===== src/rtl/layer_priority_scheduler_if.sv =====
`default_nettype none
// ==========================================================================
// Module   : layer_priority_scheduler_if
// Brief    : Valid/ready configuration write port of the layer scheduler.
// Revision : 1.0 - initial release
// ==========================================================================
interface layer_priority_scheduler_if #(
  parameter int NUM_LAYERS = 4
);
  localparam int IDX_W = $clog2(NUM_LAYERS);

  logic             cfgValid;
  logic [IDX_W-1:0] cfgLayer;
  logic [IDX_W-1:0] cfgRank;
  logic             cfgEnable;
  logic             cfgReady;

  modport master (output cfgValid, cfgLayer, cfgRank, cfgEnable, input cfgReady);
  modport slave  (input cfgValid, cfgLayer, cfgRank, cfgEnable, output cfgReady);
endinterface
`default_nettype wire


===== src/rtl/layer_priority_scheduler.sv =====
`default_nettype none
// ==========================================================================
// Module   : layer_priority_scheduler
// Brief    : Priority arbiter for layered pixel colour with frame-aligned
//            reconfiguration and per-frame overlap reporting.
// Revision : 1.0 - initial release
// ==========================================================================
module layer_priority_scheduler #(
  parameter int NUM_LAYERS = 4,
  parameter int RGB_W      = 8
) (
  input  logic                        clk,
  input  logic                        reset,
  input  logic                        startOfFrame,
  input  logic [NUM_LAYERS-1:0]       drawReq,
  input  logic [NUM_LAYERS*RGB_W-1:0] layerRGB,
  input  logic [RGB_W-1:0]            backGroundRGB,
  layer_priority_scheduler_if.slave   cfg,
  output logic [RGB_W-1:0]            RGBOut,
  output logic [NUM_LAYERS-1:0]       collisionFlags
);
  localparam int               IDX_W       = $clog2(NUM_LAYERS);
  localparam logic [IDX_W:0]   c_LAYER_LIM = (IDX_W+1)'(NUM_LAYERS);
  localparam logic [1:0]       c_IDLE      = 2'd0;
  localparam logic [1:0]       c_PENDING   = 2'd1;
  localparam logic [1:0]       c_COMMIT    = 2'd2;

  logic [1:0]                  r_state;
  logic [IDX_W-1:0]            r_act_rank [NUM_LAYERS];
  logic [IDX_W-1:0]            r_shd_rank [NUM_LAYERS];
  logic [NUM_LAYERS-1:0]       r_act_en;
  logic [NUM_LAYERS-1:0]       r_shd_en;
  logic [NUM_LAYERS-1:0]       r_s1_req;
  logic [NUM_LAYERS*RGB_W-1:0] r_s1_rgb;
  logic [RGB_W-1:0]            r_s1_bg;
  logic [NUM_LAYERS-1:0]       r_coll_acc;

  logic                        w_ready;
  logic                        w_cfg_fire;
  logic                        w_win_found;
  logic [IDX_W-1:0]            w_win_idx;
  logic [IDX_W-1:0]            w_win_rank;
  logic [NUM_LAYERS-1:0]       w_coll;
  logic [RGB_W-1:0]            w_pix;

  assign w_ready      = (r_state != c_COMMIT);
  assign cfg.cfgReady = w_ready;
  // Out-of-range layer indices complete the handshake but are otherwise inert.
  assign w_cfg_fire   = cfg.cfgValid && w_ready && ({1'b0, cfg.cfgLayer} < c_LAYER_LIM);

  // Strict less-than keeps the lowest index among equal ranks.
  always_comb begin
    w_win_found = 1'b0;
    w_win_idx   = '0;
    w_win_rank  = '0;
    for (int i = 0; i < NUM_LAYERS; i++) begin
      if (r_s1_req[i] && (!w_win_found || (r_act_rank[i] < w_win_rank))) begin
        w_win_found = 1'b1;
        w_win_idx   = IDX_W'(i);
        w_win_rank  = r_act_rank[i];
      end
    end
    w_coll = r_s1_req & ~({{(NUM_LAYERS-1){1'b0}}, 1'b1} << w_win_idx);
    w_pix  = w_win_found ? r_s1_rgb[w_win_idx*RGB_W +: RGB_W] : r_s1_bg;
  end

  always_ff @(posedge clk or posedge reset) begin
    if (reset) begin
      r_state  <= c_IDLE;
      r_act_en <= '1;
      r_shd_en <= '1;
      for (int i = 0; i < NUM_LAYERS; i++) begin
        r_act_rank[i] <= IDX_W'(i);
        r_shd_rank[i] <= IDX_W'(i);
      end
    end else begin
      if (w_cfg_fire) begin
        r_shd_rank[cfg.cfgLayer] <= cfg.cfgRank;
        r_shd_en[cfg.cfgLayer]   <= cfg.cfgEnable;
      end
      case (r_state)
        c_IDLE:    if (w_cfg_fire)   r_state <= c_PENDING;
        c_PENDING: if (startOfFrame) r_state <= c_COMMIT;
        c_COMMIT: begin
          r_act_rank <= r_shd_rank;
          r_act_en   <= r_shd_en;
          r_state    <= c_IDLE;
        end
        default:   r_state <= c_IDLE;
      endcase
    end
  end

  always_ff @(posedge clk or posedge reset) begin
    if (reset) begin
      r_s1_req       <= '0;
      r_s1_rgb       <= '0;
      r_s1_bg        <= '0;
      RGBOut         <= '0;
      collisionFlags <= '0;
      r_coll_acc     <= '0;
    end else begin
      r_s1_req <= drawReq & r_act_en;
      r_s1_rgb <= layerRGB;
      r_s1_bg  <= backGroundRGB;
      RGBOut   <= w_pix;
      if (startOfFrame) begin
        collisionFlags <= r_coll_acc;
        r_coll_acc     <= '0;
      end else begin
        r_coll_acc <= r_coll_acc | w_coll;
      end
    end
  end
endmodule
`default_nettype wire


===== src/flat_wrapper.sv =====
// flat-port wrapper written by rule: the top's interface ports become plain ports
module layer_priority_scheduler_flat 
#(
  parameter int NUM_LAYERS = 4,
  parameter int RGB_W      = 8
)
  (clk, reset, startOfFrame, drawReq, layerRGB, backGroundRGB, RGBOut, collisionFlags, cfg_cfgValid, cfg_cfgLayer, cfg_cfgRank, cfg_cfgEnable, cfg_cfgReady);
  layer_priority_scheduler_if #(.NUM_LAYERS(NUM_LAYERS)) cfg_i ();
  input  logic clk;
  input  logic reset;
  input  logic startOfFrame;
  input  logic [NUM_LAYERS-1:0] drawReq;
  input  logic [NUM_LAYERS*RGB_W-1:0] layerRGB;
  input  logic [RGB_W-1:0] backGroundRGB;
  output logic [RGB_W-1:0] RGBOut;
  output logic [NUM_LAYERS-1:0] collisionFlags;
  input wire logic [$bits(cfg_i.cfgValid)-1:0] cfg_cfgValid;
  input wire logic [$bits(cfg_i.cfgLayer)-1:0] cfg_cfgLayer;
  input wire logic [$bits(cfg_i.cfgRank)-1:0] cfg_cfgRank;
  input wire logic [$bits(cfg_i.cfgEnable)-1:0] cfg_cfgEnable;
  output wire logic [$bits(cfg_i.cfgReady)-1:0] cfg_cfgReady;
  assign cfg_i.cfgValid = cfg_cfgValid;
  assign cfg_i.cfgLayer = cfg_cfgLayer;
  assign cfg_i.cfgRank = cfg_cfgRank;
  assign cfg_i.cfgEnable = cfg_cfgEnable;
  assign cfg_cfgReady = cfg_i.cfgReady;
  layer_priority_scheduler #(.NUM_LAYERS(NUM_LAYERS), .RGB_W(RGB_W)) u_core (.clk(clk), .reset(reset), .startOfFrame(startOfFrame), .drawReq(drawReq), .layerRGB(layerRGB), .backGroundRGB(backGroundRGB), .cfg(cfg_i), .RGBOut(RGBOut), .collisionFlags(collisionFlags));
endmodule

===== config.mk =====
export PLATFORM = sky130hd
export DESIGN_NAME = layer_priority_scheduler_flat
export DESIGN_NICKNAME = d
export VERILOG_FILES = /design/src/rtl/layer_priority_scheduler_if.sv /design/src/rtl/layer_priority_scheduler.sv /design/src/flat_wrapper.sv
export SDC_FILE = /design/constraint.sdc
export NUM_CORES = 1
export LEC_CHECK = 0
export BUFFER_PORTS_ARGS = -buffer_cell sky130_fd_sc_hd__buf_2
export CORE_ASPECT_RATIO = 1.25
export CORE_MARGIN = 2
export CORE_UTILIZATION = 45
export CTS_BUF_LIST = sky130_fd_sc_hd__clkbuf_8 sky130_fd_sc_hd__clkbuf_16
export CTS_CLUSTER_DIAMETER = 120
export CTS_CLUSTER_SIZE = 25
export DETAILED_ROUTE_END_ITERATION = 10
export GPL_TIMING_DRIVEN = 0
export PLACE_DENSITY = 0.71
export SLEW_MARGIN = 20
export SYNTH_ARGS = -nofsm -noshare
export SYNTH_HDL_FRONTEND = slang
export SYNTH_SLANG_ARGS = --single-unit
export TNS_END_PERCENT = 20

===== constraint.sdc =====
create_clock -name clk -period 7.4 [get_ports clk]
set_input_delay 1.48 -clock clk [delete_from_list [all_inputs] [get_ports clk]]
set_output_delay 1.48 -clock clk [all_outputs]
set_load 0.1 [all_outputs]

[Yosys cells after proc, flatten, opt, wreduce, memory -nomap -nowiden]
Index checks and enable logic that the tools add are counted.
W data, S select, Z words.
Cells by class
  equal/unequal tests: 5
  shift-type cells: 2
  mux-type cells: 21
  order comparisons: 7
  bitwise gates (word level): 5
  reductions and logical operators: 14
Operator list (count)
  $shiftx A32 B6 Y8: 1
  $mux W2: 8
  $and A4 B4 Y4: 2
  $bwmux W8: 1
  $mux W8: 1
  $logic_and A1 B1 Y1: 6
  $lt A2 B2 Y1: 3
  $mux W1: 6
  $bwmux W4: 1
  $demux W2 S2: 1
  $mux W4: 1
  $ne A2 B2 Y1 const B: 2
  $not A4 Y4: 1
  $or A4 B4 Y4: 1
  $pmux W2 S2: 1
  $shl A1 B2 Y4 const A: 1
  $ge A3 B3 Y1 const B: 1
  $logic_not A1 Y1: 3
  $logic_or A1 B1 Y1: 3
  $lt A2 B3 Y1 const B: 1
  $lt A3 B1 Y1 const B: 1
  $not A2 Y3: 1
  $demux W1 S2: 1
  $eq A2 B1 Y1 const B: 1
  other kinds (5): 5
Storage, ports and cells
  register bits: 86
  output and inout bits: 13
  input bits: 53
  word-level logic and storage cells: 71

[Longest topological paths before layout]
  depth after elaboration: 18
  mapped depth: 24
  gate-level depth less buffers: 20

[Least setup slack after synthesis]
Ideal clock, no wire load.
  kind: flip-flop to flip-flop
  start point: register u_core.r_s1_req[0]
  end point: register u_core.RGBOut[2]
  buffers on the path: 4
  setup slack: 3.498 ns
  arrival: 3.779 ns
  library setup time: 0.124 ns
  cell stages (with the launch flop): 24
  required time: 7.276 ns
  cell sequence: dfrtp_1 > buf_6 > nand2_1 > ha_1 > nand2b_1 > a21oi_1 > clkbuf_1 > o21ai_0 > o31a_1 > ha_1 > nor2_1 > o21ai_0 > buf_2 > nand2_1 > nor2_1 > a21oi_1 > ha_1 > o32ai_4 > nor2_2 > a41oi_2 > o311ai_2 > buf_6 > o221ai_2 > nand2_1
On the way
  word-level cells in the longest chain between the ends: 15
  elaborated cells between the ends (all ways): 24
  those cells by class: order compare: 3; shift: 1; mux: 11; reduce/logical: 9
RTL lines
  start: declaration: line layer_priority_scheduler.sv:33  | logic [NUM_LAYERS-1:0] r_s1_req;
  start signal: assignment: line layer_priority_scheduler.sv:103  | r_s1_req <= drawReq & r_act_en;
  $mux W2 / $mux W1 (equally long branches): line layer_priority_scheduler.sv:57  | if (r_s1_req[i] && (!w_win_found || (r_act_rank[i] < w_win_rank))) begin
  $lt A2 B2 Y1 / $logic_not A1 Y1 (equally long branches): line layer_priority_scheduler.sv:57
  $logic_or A1 B1 Y1: line layer_priority_scheduler.sv:57
  $logic_and A1 B1 Y1: line layer_priority_scheduler.sv:57
  $mux W2 / $mux W1 (equally long branches): line layer_priority_scheduler.sv:57
  $lt A2 B2 Y1 / $logic_not A1 Y1 (equally long branches): line layer_priority_scheduler.sv:57
  $logic_or A1 B1 Y1: line layer_priority_scheduler.sv:57
  $logic_and A1 B1 Y1: line layer_priority_scheduler.sv:57
  $mux W2 / $mux W1 (equally long branches): line layer_priority_scheduler.sv:57
  $lt A2 B2 Y1 / $logic_not A1 Y1 (equally long branches): line layer_priority_scheduler.sv:57
  $logic_or A1 B1 Y1: line layer_priority_scheduler.sv:57
  $logic_and A1 B1 Y1: line layer_priority_scheduler.sv:57
  $mux W2: line layer_priority_scheduler.sv:57
  $shiftx A32 B6 Y8: line layer_priority_scheduler.sv:64  | w_pix = w_win_found ? r_s1_rgb[w_win_idx*RGB_W +: RGB_W] : r_s1_bg;
  $mux W8 (*): line layer_priority_scheduler.sv:64
  named net u_core.w_pix[2]: line layer_priority_scheduler.sv:44  | logic [RGB_W-1:0] w_pix;
  end signal: assignment: line layer_priority_scheduler.sv:106  | RGBOut <= w_pix;
  end: declaration: line layer_priority_scheduler.sv:19  | output logic [RGB_W-1:0] RGBOut,
The timed path passes the listed nets; every way through them passes the cells marked *.
A chain may end at the register's enable or synchronous reset.

[Worst setup path after layout]
  start point: register u_core.r_s1_req[0]
  end point: register u_core.RGBOut[1]
The elaborated chain is that of the path after synthesis.

==> implementation parameters <==
Parameter                              Value

Pwr
  Worst IR drop on VDD    0.208 mV
  Static Leakage    1.90 nW
  Power Dens Cells    398 nW/um2

STA
  Final Hold Fails    0
  Timing-limited maximum frequency    0.211 GHz
  Minimum clock period    4.74 ns
  Sum of negative setup slack    0 ns
  Clock skew    0.0152 ns
  Slew Limit Fails    0
  Total of endpoints with negative setup slack in the final report    0
  Slew headroom    0.474
  Worst-margin pin slew    0.782 ns
  Worst hold margin    0.457 ns
  Share of the clock period used by the worst path    0.640
  RSZ-0062 raised after global routing    false

Logic synthesis
  Synth async-reset ratio    1.00
  Number of enable-type register cells in the synthesized netlist    0
  Unique masters post-synth    46
  Most common flop cell mapped by yosys    dfrtp_1
  Post-Synthesis Cells    286
  Post-synthesis average cell area    12.0 um2
  Total of flip-flops plus latches after synthesis    86
  Post-synth net total    342
  Sequential area share after synthesis    0.633
  Number of warnings issued by yosys    0
  Post-synthesis instance area    3430 um2

Placed design
  Final HPWL from detailed placement    5.18 mm
  Input/output buffers    64
  Standard cell area after detailed placement    3900 um2
  Routability congestion estimate    0.876

Worst hold path
  Cell depth of the worst hold path    2
  Worst hold path endpoint    u_core.r_act_rank[3]
  Hold Crit Class    reg -> reg
  Start point of the worst min-delay path    u_core.r_shd_rank[3]

Final layout
  Net count reported at finish    418
  ANT cells    0
  Relative area change from synthesis to final layout    20.0%
  Finished Core Util    0.556
  Fill cell count    656
  Share of final-layout standard cells stronger than drive strength 1    0.346
  Area used by multi-input combinational logic    1170 um2
  Area used by sequential logic in the layout    2170 um2
  Final instance area    4120 um2

Setup path
  Reg2Reg Capture Point    u_core.RGBOut[1]
  Kind of end point of the critical path    flop
  Startpoint-to-endpoint class of the critical path    reg -> reg
  Reg-to-reg slack, setup    2.66 ns
  Critical R2R Launch    u_core.r_s1_req[0]
  Crit path arrival time    5.02 ns
  Required time at the endpoint of the critical path    7.69 ns
  Critical Path Fanout Max    10
  Length in cells of the worst reg-to-reg path    20
  Launching element type of the critical path    flop

Floorplan
  Top-level I/O count    66
  Die extent in x    82.1 um
  Number of rows in the core area    35
  Die outline area    8340 um2
  Core ar.    7400 um2
  Height of the die    102 um
  Initial Util    0.464

Clock network
  Setup repair bufs after CTS    0
  Clock network latency to the later pin of the worst-skew pair    0.36 ns
  Post-cts resize count    0
  Hold bufs inserted after CTS    0
  Clock-pin slew reported for the worst setup and hold paths after clock tree synthesis    0.10 ns
  Clock buffer depth    2
  TritonCTS Buffers    9
  Sink Count    86
  CTS tree    done
  Deepest level of the CTS H-tree    3
  Cell chosen for the clock root    clkbuf_8

Route
  Final antenna-violating net count    0
  Wire per inst    15.3 um
  Number of design-rule violations left by the first detailed-router iteration    75
  Detailed-route DRC error count    0
  Routed vias/inst    5.25
  Final routed wirelength across all metal layers    7.04 mm
  Vias after detailed routing    2412
  First-pass iteration count of the detailed router    4

Global route
  Fraction of met2 tracks used by global routing    0.315
  Global-route wire length before repair    11.7 mm
  Met3 Resource Use GR    0.0365
  Remaining global-route overflow    0
  Vias in the first global route    2479
  Antenna violations before repair    0
  Top Usage Layer GRT    met2
  Pin count of the biggest net entering global routing    49
  Global routing met1 resource utilization    0.235
  GRT Resource Usage Total    0.190

Status
  Status    finished clean

Job
  Number of maximum-capacitance constraint violations    0
[logic make-up (layout without fill, tap and decap cells)]
family | after synthesis | in the layout | synth area share
AOI/OAI and AO/OA | 53 | 53 | 0.120
adders and majority gates | 3 | 3 | 0.0109
buffers and inverters | 19 | 100 | 0.0270
DFF | 86 | 86 | 0.633
muxes | 18 | 18 | 0.0587
and+or+nand+nor | 107 | 107 | 0.150
[layout by cell type (no fill, tap or decap), types with 7 or more instances in the layout]
cell      count
clkbuf_8      9
buf_2        66
dfstp_2      16
mux2_2       17
inv_1         7
dfrtp_1      70
o21ai_0      10
nand2_1      42
nor2_1       21
clkbuf_1      7
nand3_1      14
[per-layer routing]
| metal | part of all wire | routed length (um) |
|---|---|---|
| met1 | 0.42 | 2980 |
| met2 | 0.50 | 3540 |
| met3 | 0.047 | 329 |
| met4 | 0.026 | 182 |
| met5 | 0 | 0 |
[state kept, by name, indices dropped and copies added (netlist names)]
register	cells
u_core.r_s1_rgb	32
u_core.RGBOut	8
u_core.r_act_rank	8
u_core.r_s1_bg	8
u_core.r_shd_rank	8
u_core.collisionFlags	4
u_core.r_act_en	4
u_core.r_coll_acc	4
u_core.r_s1_req	4
u_core.r_shd_en	4
u_core.r_state	2
[area by class of cell]
cell class | count | area share
flip-flops and latches | 86 | 0.527
multi-input cells | 181 | 0.283
repair buffers | 65 | 0.0845
clock buffers | 9 | 0.0301
well taps | 92 | 0.0280
clock inverters | 7 | 0.0237
plain buffers | 12 | 0.0161
inverters | 7 | 0.00699
[how the worst max path moves through the flow]
stage                            start               end  slack, ns  depth (start not counted)
floorplan           u_core.r_s1_req[0]  u_core.RGBOut[2]       3.50                         23
global placement    u_core.r_s1_req[0]  u_core.RGBOut[1]       2.77                         20
global route        u_core.r_s1_req[0]  u_core.RGBOut[1]       2.26                         20
detailed placement  u_core.r_s1_req[0]  u_core.RGBOut[1]       2.71                         20
CTS                 u_core.r_s1_req[0]  u_core.RGBOut[1]       2.64                         20
finish              u_core.r_s1_req[0]  u_core.RGBOut[1]       2.66                         20
[stage by stage]
| stage | worst slack [ns] | total power, W | std cells |
|---|---|---|---|
| 6_report | 2.66 | 0.00164 | 459 |
| 3_3_place_gp | 2.77 | 0.00128 | 442 |
| 5_1_grt | 2.26 | 0.00174 | 459 |
| 3_5_place_dp | 2.71 | 0.00129 | 443 |
| 2_1_floorplan | 3.50 | 0.00115 | 286 |
| 4_1_cts | 2.64 | 0.00165 | 459 |
[critical path, cell delays in order (launching register included)]
cell and delay, ns:
dfrtp_1 0.40, buf_6 0.17, nand2_1 0.07, ha_1 0.20, nand2b_1 0.19, a21oi_1 0.26
clkbuf_1 0.35, o21ai_0 0.15, o31a_1 0.14, ha_1 0.30, nor2_1 0.05, o21ai_0 0.25
buf_2 0.29, nand2_1 0.19, nor2_1 0.12, a21oi_1 0.05, ha_1 0.34, o32ai_4 0.11
o31ai_1 0.69, nand3_1 0.20, o211ai_1 0.14
[synth_stat cells, drive strengths merged (2+ instances only)]
library cell   n  area [um2]
inv            7        26.3
and2           5        31.3
or3            2        12.5
a21o           6        45.0
dfstp         16         420
ha             3        37.5
nor2          22        85.1
o32ai          4        53.8
dfrtp         70        1750
clkbuf         7        26.3
nand2         42         158
mux2          17         191
a21oi          5        25.0
o211ai         6        45.0
a211oi         7        57.6
a31oi          4        25.0
nor3           3        20.0
nand3         14        70.1
buf            5        40.0
a311oi         2        17.5
nand2b         3        18.8
nor3b          4        30.0
o21ai         11        55.1
nand4          6        37.5
[power by group]
| group | switching (W) | internal, W | total, W |
|---|---|---|---|
| Sequential | 0.0000514 | 0.000588 | 0.000640 |
| Clock | 0.000167 | 0.000192 | 0.000359 |
| Combinational | 0.000448 | 0.000191 | 0.000640 |
Note: power is estimated with default switching activity, not from simulation.
